==> config.mk <==
export PLATFORM = sky130hd
export DESIGN_NAME = data_bus_arbiter
export DESIGN_NICKNAME = d
export VERILOG_FILES = /design/src/rtl/arb_pkg.sv /design/src/rtl/arb_rd_tracker.sv /design/src/rtl/data_bus_arbiter.sv
export SDC_FILE = /design/constraint.sdc
export NUM_CORES = 1
export LEC_CHECK = 0
export BUFFER_PORTS_ARGS = -buffer_cell sky130_fd_sc_hd__buf_4
export CAP_MARGIN = 15
export CORE_AREA = 10 10 109 111
export DETAILED_ROUTE_END_ITERATION = 16
export DIE_AREA = 0 0 119 121
export SYNTH_ARGS = -nofsm -noshare
export SYNTH_HDL_FRONTEND = slang
export SYNTH_SLANG_ARGS = --single-unit
==> constraint.sdc <==
create_clock -name clk -period 6 [get_ports clk]
set_input_delay 1.2 -clock clk [delete_from_list [all_inputs] [get_ports clk]]
set_output_delay 1.2 -clock clk [all_outputs]
set_load 0.005 [all_outputs]
==> src/rtl/arb_pkg.sv <==
// Shared definitions for the two-master data-bus arbiter: FSM encoding and master IDs.
package arb_pkg;

  typedef enum logic [1:0] {
    ARB_IDLE = 2'd0,
    ARB_OWN0 = 2'd1,
    ARB_OWN1 = 2'd2
  } arb_state_e;

  localparam logic MID_CORE   = 1'b0;
  localparam logic MID_LOADER = 1'b1;
  localparam int   NUM_MASTERS = 2;

endpackage

==> src/rtl/arb_rd_tracker.sv <==
// Tracks the single in-flight read and steers the slave's next-cycle read data
// back to the master that issued it.
module arb_rd_tracker
  import arb_pkg::*;
#(
  parameter int DATA_WIDTH = 32
) (
  input  logic                  clk,
  input  logic                  n_rst,
  input  logic                  rd_accept,
  input  logic                  rd_owner,
  input  logic [DATA_WIDTH-1:0] s_rdata,
  output logic                  m0_rvalid,
  output logic [DATA_WIDTH-1:0] m0_rdata,
  output logic                  m1_rvalid,
  output logic [DATA_WIDTH-1:0] m1_rdata
);

  logic rd_pend;
  logic rd_id;
  logic [NUM_MASTERS-1:0]                 rvalid;
  logic [NUM_MASTERS-1:0][DATA_WIDTH-1:0] rdata;

  always_ff @(posedge clk or negedge n_rst) begin
    if (!n_rst) begin
      rd_pend <= 1'b0;
      rd_id   <= MID_CORE;
    end else begin
      rd_pend <= rd_accept;
      if (rd_accept) rd_id <= rd_owner;
    end
  end

  // Data is forced to zero for any master not receiving a response this cycle.
  for (genvar g = 0; g < NUM_MASTERS; g++) begin : g_ret
    assign rvalid[g] = rd_pend & (rd_id == 1'(g));
    assign rdata[g]  = rvalid[g] ? s_rdata : '0;
  end

  assign m0_rvalid = rvalid[0];
  assign m0_rdata  = rdata[0];
  assign m1_rvalid = rvalid[1];
  assign m1_rdata  = rdata[1];

endmodule

==> src/rtl/data_bus_arbiter.sv <==
// Two-master data-bus arbiter (core vs. loader/DMA) with a burst cap that
// alternates ownership fairly when both masters keep requesting.
module data_bus_arbiter
  import arb_pkg::*;
#(
  parameter int DATA_WIDTH = 32,
  parameter int ADDR_WIDTH = 32,
  parameter int MAX_BURST  = 4
) (
  input  logic                  clk,
  input  logic                  n_rst,
  input  logic                  m0_req,
  input  logic                  m0_we,
  input  logic [ADDR_WIDTH-1:0] m0_addr,
  input  logic [DATA_WIDTH-1:0] m0_wdata,
  output logic                  m0_gnt,
  output logic                  m0_rvalid,
  output logic [DATA_WIDTH-1:0] m0_rdata,
  input  logic                  m1_req,
  input  logic                  m1_we,
  input  logic [ADDR_WIDTH-1:0] m1_addr,
  input  logic [DATA_WIDTH-1:0] m1_wdata,
  output logic                  m1_gnt,
  output logic                  m1_rvalid,
  output logic [DATA_WIDTH-1:0] m1_rdata,
  output logic                  s_req,
  output logic                  s_we,
  output logic [ADDR_WIDTH-1:0] s_addr,
  output logic [DATA_WIDTH-1:0] s_wdata,
  input  logic                  s_ready,
  input  logic [DATA_WIDTH-1:0] s_rdata
);

  localparam int CW = $clog2(MAX_BURST + 1);
  localparam logic [CW-1:0] BURST_MAX  = CW'(MAX_BURST);
  localparam logic [CW-1:0] BURST_LAST = CW'(MAX_BURST - 1);

  arb_state_e    state, state_nxt;
  logic          last_owner;
  logic [CW-1:0] burst_cnt;
  logic          accept;
  logic          owner_id;
  logic          burst_done;

  assign accept     = s_req & s_ready;
  assign burst_done = accept & (burst_cnt >= BURST_LAST);

  always_ff @(posedge clk or negedge n_rst) begin
    if (!n_rst) begin
      state      <= ARB_IDLE;
      last_owner <= MID_LOADER;
      burst_cnt  <= '0;
    end else begin
      state <= state_nxt;
      if (state_nxt != state) begin
        burst_cnt <= '0;
        if (state == ARB_OWN0) last_owner <= MID_CORE;
        else if (state == ARB_OWN1) last_owner <= MID_LOADER;
      end else if (accept && burst_cnt != BURST_MAX) begin
        burst_cnt <= burst_cnt + 1'b1;
      end
    end
  end

  always_comb begin
    state_nxt = state;
    case (state)
      ARB_IDLE: begin
        if (m0_req && m1_req) state_nxt = (last_owner == MID_LOADER) ? ARB_OWN0 : ARB_OWN1;
        else if (m0_req)      state_nxt = ARB_OWN0;
        else if (m1_req)      state_nxt = ARB_OWN1;
      end
      ARB_OWN0: begin
        if (!m0_req)                 state_nxt = m1_req ? ARB_OWN1 : ARB_IDLE;
        else if (burst_done && m1_req) state_nxt = ARB_OWN1;
      end
      ARB_OWN1: begin
        if (!m1_req)                 state_nxt = m0_req ? ARB_OWN0 : ARB_IDLE;
        else if (burst_done && m0_req) state_nxt = ARB_OWN0;
      end
      default: state_nxt = ARB_IDLE;
    endcase
  end

  always_comb begin
    s_req    = 1'b0;
    s_we     = 1'b0;
    s_addr   = '0;
    s_wdata  = '0;
    m0_gnt   = 1'b0;
    m1_gnt   = 1'b0;
    owner_id = MID_CORE;
    case (state)
      ARB_OWN0: begin
        s_req   = m0_req;
        s_we    = m0_we;
        s_addr  = m0_addr;
        s_wdata = m0_wdata;
        m0_gnt  = m0_req & s_ready;
      end
      ARB_OWN1: begin
        s_req    = m1_req;
        s_we     = m1_we;
        s_addr   = m1_addr;
        s_wdata  = m1_wdata;
        m1_gnt   = m1_req & s_ready;
        owner_id = MID_LOADER;
      end
      default: ;
    endcase
  end

  arb_rd_tracker #(.DATA_WIDTH(DATA_WIDTH)) u_rd_tracker (
    .clk       (clk),
    .n_rst     (n_rst),
    .rd_accept (accept & ~s_we),
    .rd_owner  (owner_id),
    .s_rdata   (s_rdata),
    .m0_rvalid (m0_rvalid),
    .m0_rdata  (m0_rdata),
    .m1_rvalid (m1_rvalid),
    .m1_rdata  (m1_rdata)
  );

endmodule

==> qor.txt <==
Core Region: 0.00964 sq mm
FFs w/ async S/R, synth: 100%
Max-cap violations: 0
largest net degree at the start of global routing: 68
DIE WIDTH: 119 um
Netlist cell types: 44
TNS Setup: 0 ns
Worst Max-Slew Pin Slew: 1.05 ns
crit end category: primary output
Placement Rows: 36
EDFF count, synth: 0
required time worst endpoint: 4.80 ns
synthesis warning total: 0
hold-fix buffers at CTS: 0
CTS root buffer: clkbuf_8
Num CTS Buffers: 3
RSZ-0062 raised after global routing: false
Tcrit/Tclk final: 61.6%
final hold vios: 0
post-CTS resize count: 0
IO Count: 301
Synth top cells by count: 67 x nor2b_1, 66 x a22oi_1, 35 x and3_1
gpl congestion: 0.871
nets: 757
Routed Antenna Nets: 0
share of cells above drive strength 1: 54.5%
Max clock buf depth: 2
final WL: 14.3 mm
Via density: 4.78
final setup violation count: 0
area grow syn2layout: 110%
static leakage: 0.00238 uW
first-pass iteration count of the detailed router: 4
total grt overflow: 0
CTS tree: built
Worst Skew: 0.00155 ns
diode count: 0
Post-route DRC: 0
Seq/Total Area, Yosys: 9.39%
die area: 0.0144 sq mm
detailed placement HPWL: 12.3 mm
DR vias: 3421
first-pass GRT wire length: 21.4 mm
Gate Count Post-Synth: 308
crit-path max FO: 57
clock sinks: 8
initial antenna violation count: 1
clock slew at reported path FFs: 0.04 ns
PortBufs: 300
Syn Std Cell Area: 0.00215 sq mm
Hold Path Class: flop to flop
ranking of synthesized cells by area: a22oi_1 23%, nor2b_1 20%, and3_1 10%, and2_1 9.9%, dfrtp_1 8.2%
vias in the first global route: 3483
worst skew pair latency: 0.22 ns
drt initial violations: 231
FF+latch count, synth: 8
CTS H-tree depth: 1
placed insts: 711
power density over the cells: 288 mW/mm^2
Setup CP Type: flop to primary output
Synth top area share: 23.1%
status: finished clean
top-count cell post-synth: nor2b_1
Tmin final: 3.69 ns
WL per Instance: 20.0 um
post-CTS setup buffer count: 0
Avg Inst Size Synth: 6.97 sq um
pins over their slew limit: 0
worst relative slew slack: 29.8%
post-synth top area cell: a22oi_1
Synth Net Count: 482
VDD IR max: 0.181 mV
max frequency: 0.271 GHz
Initial Util: 22.3%
Post-synth top flop: dfrtp_1
WP data arrival: 2.49 ns
Die Y: 121 um
Post-Layout Cell Count: 715
gr usage total: 18.2%
critical path startpoint category: flop
-- metrics by stage --
| step | total power [uW] | hold slack, ns | setup slack, ns | util (%) | area, sq um |
|---|---|---|---|---|---|
| global placement | 1230 | 0.470 | 2.59 | 46.2 | 4460 |
| CTS | 1310 | 0.480 | 2.31 | 46.7 | 4500 |
| detailed placement | 1240 | 0.465 | 2.55 | 46.2 | 4460 |
| finish | 1300 | 0.480 | 2.31 | 46.7 | 4500 |
| floorplan | 741 | 0.449 | 3.07 | - | 2150 |
| global route | 1410 | 0.522 | 2.13 | 46.7 | 4500 |
-- worst max-delay path, stage by stage (launching register included) --
cell     delay [ns]
dfrtp_1        0.42
inv_1          0.16
ha_2           0.91
buf_4          0.38
a22oi_1        0.13
nor2b_1        0.14
buf_4          0.12
-- placed cells by master, fill, tap and decap left out, drive strengths merged, types with 2 or more instances in the layout --
cell type	n
ha	7
dfrtp	7
clkbuf	4
and2	35
nand3	2
mux2	2
a21oi	4
nor2b	67
a22oi	66
nand2	8
nand2b	2
buf	304
o21a	2
nor2	5
mux2i	2
a31oi	2
o21ai	2
inv	7
and3	36
-- path summary, 6_finish.rpt --
check | endpoint | from | cells past startpoint | slack (ns)
max in group asynchronous | last_owner$_DFFE_PN1P_ | n_rst | 1 | 5.00
worst max-delay path | s_addr[27] | state[0]$_DFF_PN0_ | 6 | 2.31
min in group asynchronous | burst_cnt[0]$_DFFE_PN0P_ | n_rst | 1 | 0.79
worst min register to register | last_owner$_DFFE_PN1P_ | last_owner$_DFFE_PN1P_ | 2 | 0.48
worst max register to register | last_owner$_DFFE_PN1P_ | state[0]$_DFF_PN0_ | 8 | 2.98
worst min-delay path | last_owner$_DFFE_PN1P_ | last_owner$_DFFE_PN1P_ | 2 | 0.48
-- cell type report --
| cell class | instances | area (sq um) |
|---|---|---|
| Multi-Input combinational cell | 259 | 1780 |
| Fill cell | 999 | 5140 |
| Inverter | 7 | 26.3 |
| Timing Repair Buffer | 304 | 2280 |
| Clock buffer | 4 | 45.0 |
| Tap cell | 133 | 166 |
| Sequential cell | 8 | 201 |
-- report_power, final --
group / internal, uW / leakage [uW] / switching, uW
sequential: 71.3 / 0.000105 / 47.9
combinational: 582 / 0.00225 / 529
clock: 46.0 / 0.0000228 / 21.1
-- layer usage --
layer	vias up	wire length (um)	GRT usage, %
met5	-	13	0
met4	2	136	2.52
met3	10	1750	8.52
met2	208	7190	32.8
met1	1547	5210	19.4
li1	1654	-	-
-- sequential cells by signal, summed over array words and instances, names as in the netlist --
name                  cells
u_rd_tracker.rd_pend      1
burst_cnt                 3
state                     2
u_rd_tracker.rd_id        1
last_owner                1
-- cells by family (layout without fill, tap and decap cells) --
logic type / count (synthesis) / in the layout / synth area share (%)
and+or+nand+nor: 161 / 161 / 45.8
AOI/OAI and AO/OA: 86 / 86 / 30.5
buffers and inverters: 41 / 315 / 7.87
DFF: 8 / 8 / 9.39
adders and majority gates: 7 / 7 / 4.08
muxes: 4 / 4 / 1.98
xor gates and xnor gates: 1 / 1 / 0.408
Power figures use the tool's default switching activity.
